## config.mk

```make
export PLATFORM = sky130hd
export DESIGN_NAME = mem_wb_stage
export DESIGN_NICKNAME = d
export VERILOG_FILES = /design/src/rtl/mem_wb_stage.sv
export SDC_FILE = /design/constraint.sdc
export NUM_CORES = 1
export LEC_CHECK = 0
export CAP_MARGIN = 20
export CELL_PAD_IN_SITES_DETAIL_PLACEMENT = 1
export CELL_PAD_IN_SITES_GLOBAL_PLACEMENT = 1
export CORE_AREA = 2 2 128 130
export CTS_BUF_LIST = sky130_fd_sc_hd__clkbuf_8
export DETAILED_ROUTE_END_ITERATION = 8
export DIE_AREA = 0 0 130 132
export DONT_BUFFER_PORTS = 1
export PLACE_DENSITY = 0.71
export RECOVER_POWER = 100
export SLEW_MARGIN = 5
export SYNTH_ARGS = -nofsm -noshare
export SYNTH_HDL_FRONTEND = slang
export SYNTH_SLANG_ARGS = --single-unit
```

## constraint.sdc

```tcl
create_clock -name clk -period 5.8 [get_ports clk]
set_clock_uncertainty 0.15 [all_clocks]
set_input_delay 1.45 -clock clk [delete_from_list [all_inputs] [get_ports clk]]
set_output_delay 1.45 -clock clk [all_outputs]
set_load 0.02 [all_outputs]
```

## src/rtl/mem_wb_stage.sv

```systemverilog
// Memory/writeback stage: issues aligned loads/stores on a req/ack bus, extends
// load data, and produces the register-file write strobe. Stalls upstream while busy.
module mem_wb_stage #(
  parameter int TIMEOUT = 16
) (
  input  logic        clk,
  input  logic        rst,
  input  logic [31:0] alu_out,
  input  logic        alu_reg_w_en,
  input  logic [4:0]  alu_rd,
  input  logic [2:0]  f3,
  input  logic        d_r_en,
  input  logic        d_w_en,
  input  logic [31:0] d_add,
  output logic        mem_req,
  output logic        mem_we,
  output logic [31:0] mem_addr,
  output logic [31:0] mem_wdata,
  output logic [3:0]  mem_be,
  input  logic [31:0] mem_rdata,
  input  logic        mem_ack,
  output logic        stall,
  output logic        wb_en,
  output logic [4:0]  wb_rd,
  output logic [31:0] wb_data,
  output logic        misalign,
  output logic        bus_err
);
  localparam logic [0:0] IDLE = 1'b0;
  localparam logic [0:0] BUSY = 1'b1;
  localparam int CW = (TIMEOUT > 2) ? $clog2(TIMEOUT) : 1;
  localparam logic [CW-1:0] CNT_LAST = CW'(TIMEOUT - 1);

  logic [0:0]    state;
  logic [CW-1:0] cnt;
  logic [2:0]    ld_f3;
  logic [1:0]    ld_lane;
  logic [4:0]    ld_rd;

  assign stall = (state == BUSY);

  // Stores decode f3 exactly (only 000/001 are narrow); loads use f3[1:0].
  logic is_st, is_ld, acc_byte, acc_half, aligned;
  assign is_st    = d_w_en;
  assign is_ld    = ~d_w_en & d_r_en;
  assign acc_byte = is_st ? (f3 == 3'b000) : (f3[1:0] == 2'b00);
  assign acc_half = is_st ? (f3 == 3'b001) : (f3[1:0] == 2'b01);
  assign aligned  = acc_byte | (acc_half & ~d_add[0]) |
                    (~acc_byte & ~acc_half & (d_add[1:0] == 2'b00));

  logic [3:0]  st_be;
  logic [31:0] st_wdata;
  always_comb begin
    st_be    = 4'b1111;
    st_wdata = alu_out;
    case (f3)
      3'b000: begin
        st_be    = 4'b0001 << d_add[1:0];
        st_wdata = {4{alu_out[7:0]}};
      end
      3'b001: begin
        st_be    = d_add[1] ? 4'b1100 : 4'b0011;
        st_wdata = {2{alu_out[15:0]}};
      end
      default: ;
    endcase
  end

  logic [31:0] rd_shift, ld_val;
  logic [7:0]  ld_byte;
  logic [15:0] ld_half;
  assign rd_shift = mem_rdata >> {ld_lane, 3'b000};
  assign ld_byte  = rd_shift[7:0];
  assign ld_half  = ld_lane[1] ? mem_rdata[31:16] : mem_rdata[15:0];
  always_comb begin
    ld_val = mem_rdata;
    case (ld_f3)
      3'b000:  ld_val = {{24{ld_byte[7]}}, ld_byte};
      3'b100:  ld_val = {24'd0, ld_byte};
      3'b001:  ld_val = {{16{ld_half[15]}}, ld_half};
      3'b101:  ld_val = {16'd0, ld_half};
      default: ld_val = mem_rdata;
    endcase
  end

  always_ff @(posedge clk or posedge rst) begin
    if (rst) begin
      state     <= IDLE;
      cnt       <= '0;
      mem_req   <= 1'b0;
      mem_we    <= 1'b0;
      mem_addr  <= '0;
      mem_wdata <= '0;
      mem_be    <= '0;
      wb_en     <= 1'b0;
      wb_rd     <= '0;
      wb_data   <= '0;
      misalign  <= 1'b0;
      bus_err   <= 1'b0;
      ld_f3     <= '0;
      ld_lane   <= '0;
      ld_rd     <= '0;
    end else begin
      wb_en    <= 1'b0;
      misalign <= 1'b0;
      bus_err  <= 1'b0;
      if (state == IDLE) begin
        if (is_st | is_ld) begin
          if (!aligned) begin
            misalign <= 1'b1;
          end else begin
            state     <= BUSY;
            cnt       <= '0;
            mem_req   <= 1'b1;
            mem_we    <= is_st;
            mem_addr  <= {d_add[31:2], 2'b00};
            mem_be    <= is_st ? st_be : 4'b1111;
            mem_wdata <= is_st ? st_wdata : mem_wdata;
            ld_f3     <= f3;
            ld_lane   <= d_add[1:0];
            ld_rd     <= alu_rd;
          end
        end else begin
          wb_en   <= alu_reg_w_en & (alu_rd != 5'd0);
          wb_rd   <= alu_rd;
          wb_data <= alu_out;
        end
      end else if (mem_ack) begin
        state   <= IDLE;
        cnt     <= '0;
        mem_req <= 1'b0;
        if (!mem_we) begin
          wb_en   <= (ld_rd != 5'd0);
          wb_rd   <= ld_rd;
          wb_data <= ld_val;
        end
      end else if (cnt == CNT_LAST) begin
        state   <= IDLE;
        cnt     <= '0;
        mem_req <= 1'b0;
        bus_err <= 1'b1;
      end else begin
        cnt <= cnt + 1'b1;
      end
    end
  end
endmodule
```

==> run_results.csv <==
group,metric,value,unit
critical_path,cp_slowest_stage_delay,1220,ps
timing,max_freq,0.2469,GHz
critical_path,critPathArrivalTime,4220,ps
clock_tree,clock_sinks,123,
floorplan,die_x,130,um
floorplan,die_area,0.01716,mm^2
cells_and_area,drive_above_1_share,10.31,%
detailed_routing,routed-via-count,4363,
critical_path,cp_max_fo,37,
placed_design,gp_congestion,0.8403,
pwr,max-vdd-ir-drop,193.8,uV
cells_and_area,multiInputGateArea,0.002589,mm^2
timing,max_slew_margin,-54.83,%
min_path,min_from,"ld_rd[1]",
timing,period_share,69.83,%
cells_and_area,synthToLayoutAreaGrowth,8.577,%
flow_run,drv_cap,2,
clock_tree,root_buffer,"clkbuf_8",
critical_path,timing.rr.end,"mem_addr[6]",
critical_path,start_kind,"register",
cells_and_area,layout.area.seq,0.003078,mm^2
clock_tree,cts.hold.buffers_added,0,
timing,setup_viol,0,
clock_tree,clockBufferDepth,2,
yosys,yosys.area.top_type,"dfrtp_1",
yosys,synth_area,0.005908,mm^2
placed_design,dp_hpwl,13.99,mm
yosys,netlist.area_leader.share,52.10,%
detailed_routing,vias_per_cell,5.674,
detailed_routing,postRouteAntennaNets,0,
global_route,grt_pass1_vias,4857,
critical_path,worstPathRequired,5970,ps
pwr,power_density,476.0,mW/mm^2
cells_and_area,layout_commonest_cell,"dfrtp_1",
clock_tree,postCtsSetupRepairBufs,0,
clock_tree,clk_latency,440,ps
timing,worst_pin_slew,2322,ps
cells_and_area,fill_cells,1753,
clock_tree,path_clk_slew,80,ps
timing,finalCriticalPeriod,4050,ps
yosys,seq_area_frac_synth,52.10,%
yosys,syn-instance-count,552,
min_path,holdPathEnd,"ld_rd[1]",
cells_and_area,final_cell_mix,"dfrtp_1 (123), nand2_1 (70), o21ai_0 (70), mux2i_1 (38), mux2_1 (38)",
critical_path,r2r-start,"stall",
floorplan,coreArea,0.01571,mm^2
detailed_routing,drt_iter0_markers,133,
critical_path,critical_path_class,"reg2reg",
timing,rsz0062_at_grt,"false",
yosys,synth-seq-cells,123,
yosys,synthTopCellsByArea,"dfrtp_1 (52%), mux2_1 (7.2%), mux2i_1 (6.4%)",
clock_tree,cts_buffers,17,
critical_path,crit_path_cell_trace,"clkbuf_1 > inv_1 > o221ai_1 > buf_4 > mux2_1",
floorplan,die_h,132,um
critical_path,cp_slowest_cell,"clkbuf_1",
yosys,syn_area_per_cell,10.70,um^2
placed_design,portBuffers,0,
detailed_routing,wl,18.84,mm
placed_design,dp_cells,738,
clock_tree,htreeDepth,4,
global_route,grt_pass1_wl,28.45,mm
floorplan,io_pins,221,
status,status,"finished with violations",
timing,hold_viol_final,0,
placed_design,postPlaceCellArea,0.006077,mm^2
min_path,min_path_type,"reg2reg",
detailed_routing,wl_per_cell,24.49,um
yosys,yosys_warnings,0,
global_route,globalRouteOverflowTotal,0,
cells_and_area,nets,653,
floorplan,start_util,37.60,%
critical_path,end_kind,"register",
cells_and_area,final_cells,769,
global_route,antenna_found_initial,0,
detailed_routing,drc,0,
pwr,leakage,2.693,nW
yosys,synth_cell_types,47,
status,violations,"max-capacitance violations, max-slew violations",
critical_path,r2r_setup_slack,1750,ps
clock_tree,cts_resized,0,
cells_and_area,antennaDiodeCount,0,
floorplan,row_count,46,
global_route,grt_max_degree,84,
timing,fin_tns_setup,0,ps
global_route,grt.total_usage,22.40,%
cells_and_area,fin_area,0.006415,mm^2
min_path,min_path_cells,1,
detailed_routing,first_pass_iters,6,
critical_path,r2r_cells,5,
clock_tree,tritoncts,"built",
timing,drv_slew,77,
[worst max path at each step]
stage	slack (ps)	startpoint	end	cells after the start
final	1750	stall	mem_addr[6]	5
after global routing	1450	stall	ld_rd[2]	5
after CTS	2780	stall	wb_data[29]	4
after detailed placement	2370	mem_ack	wb_data[29]	3
after global placement	2470	mem_ack	wb_data[26]	3
after floorplan	930	rst	bus_err	1
[cells in the mapped netlist, drive strengths merged]
cell,number
nor2,28
mux4,3
nand2,70
xor2,1
xnor2,1
nor3b,1
a21oi,20
a211oi,19
o211ai,2
clkbuf,22
a221oi,2
ha,1
inv,4
nor2b,7
and3,13
mux2,51
or3,8
o311ai,1
nand2b,4
dfrtp,123
nor3,25
nand3b,1
o21bai,1
o31a,1
or4,2
conb,1
o221ai,1
a31oi,2
a22o,1
o22a,1
o32a,1
nand3,3
mux2i,38
and3b,1
nor4,1
buf,17
o21ai,70
a2bb2oi,4
[state kept, by name, indices dropped and copies added (netlist names)]
register / count
mem_wdata: 32
wb_data: 32
mem_addr: 30
ld_rd: 5
wb_rd: 5
cnt: 4
mem_be: 4
ld_f3: 3
ld_lane: 2
bus_err: 1
mem_req: 1
mem_we: 1
misalign: 1
stall: 1
wb_en: 1
[final cells by class]
type	count	share of cell area (%)
Multi-Input combinational cell	387	40.35
Sequential cell	123	47.98
Tap cell	216	4.213
Clock inverter	9	1.502
Clock buffer	21	4.506
Inverter	4	0.2536
Timing Repair Buffer	9	1.190
[per-stage QoR]
step / setup WS, ps / power, mW / hold slack (ps) / utilization, %
global route: 1448 / 3.236 / 409.6 / 40.83
global placement: 2469 / 2.287 / 345.1 / 38.68
finish: 1750 / 3.054 / 377.2 / 40.83
detailed placement: 2369 / 2.333 / 358.2 / 38.68
CTS: 2777 / 3.104 / 375.2 / 41.13
floorplan: 929.1 / 2.121 / 327.7 / -
[worst max-delay path, delay by kind of cell (launching register included)]
kind,cells,cell delay (ps)
compound gates,1,460
flops,1,500
mux,1,370
buf+inv,3,2390
[logic make-up (layout without fill, tap and decap cells)]
kind of cell / Yosys count / count (layout) / share of synthesized area, %
and+or+nand+nor: 164 / 164 / 13.07
AOI/OAI and AO/OA: 126 / 126 / 13.68
DFF: 123 / 123 / 52.10
muxes: 92 / 92 / 17.30
buffers and inverters: 43 / 43 / 3.282
xor gates and xnor gates: 2 / 2 / 0.2965
adders and majority gates: 1 / 1 / 0.2117
other: 1 / 2 / 0.06347
[power breakdown]
group	total [mW]	switching [mW]	internal, mW
clock network	0.761	0.343	0.417
registers	1.73	0.595	1.14
logic	0.559	0.307	0.253
total	3.05	1.25	1.81
[metal layers]
metal | vias up | track usage (%) | part of all wire (%)
met5 | - | 0 | 0
met4 | 0 | 9.319 | 2.8
met3 | 29 | 10.39 | 11
met2 | 206 | 37.43 | 49
met1 | 2187 | 24.34 | 37
li1 | 1941 | - | -
(Power assumes the default switching activity.)
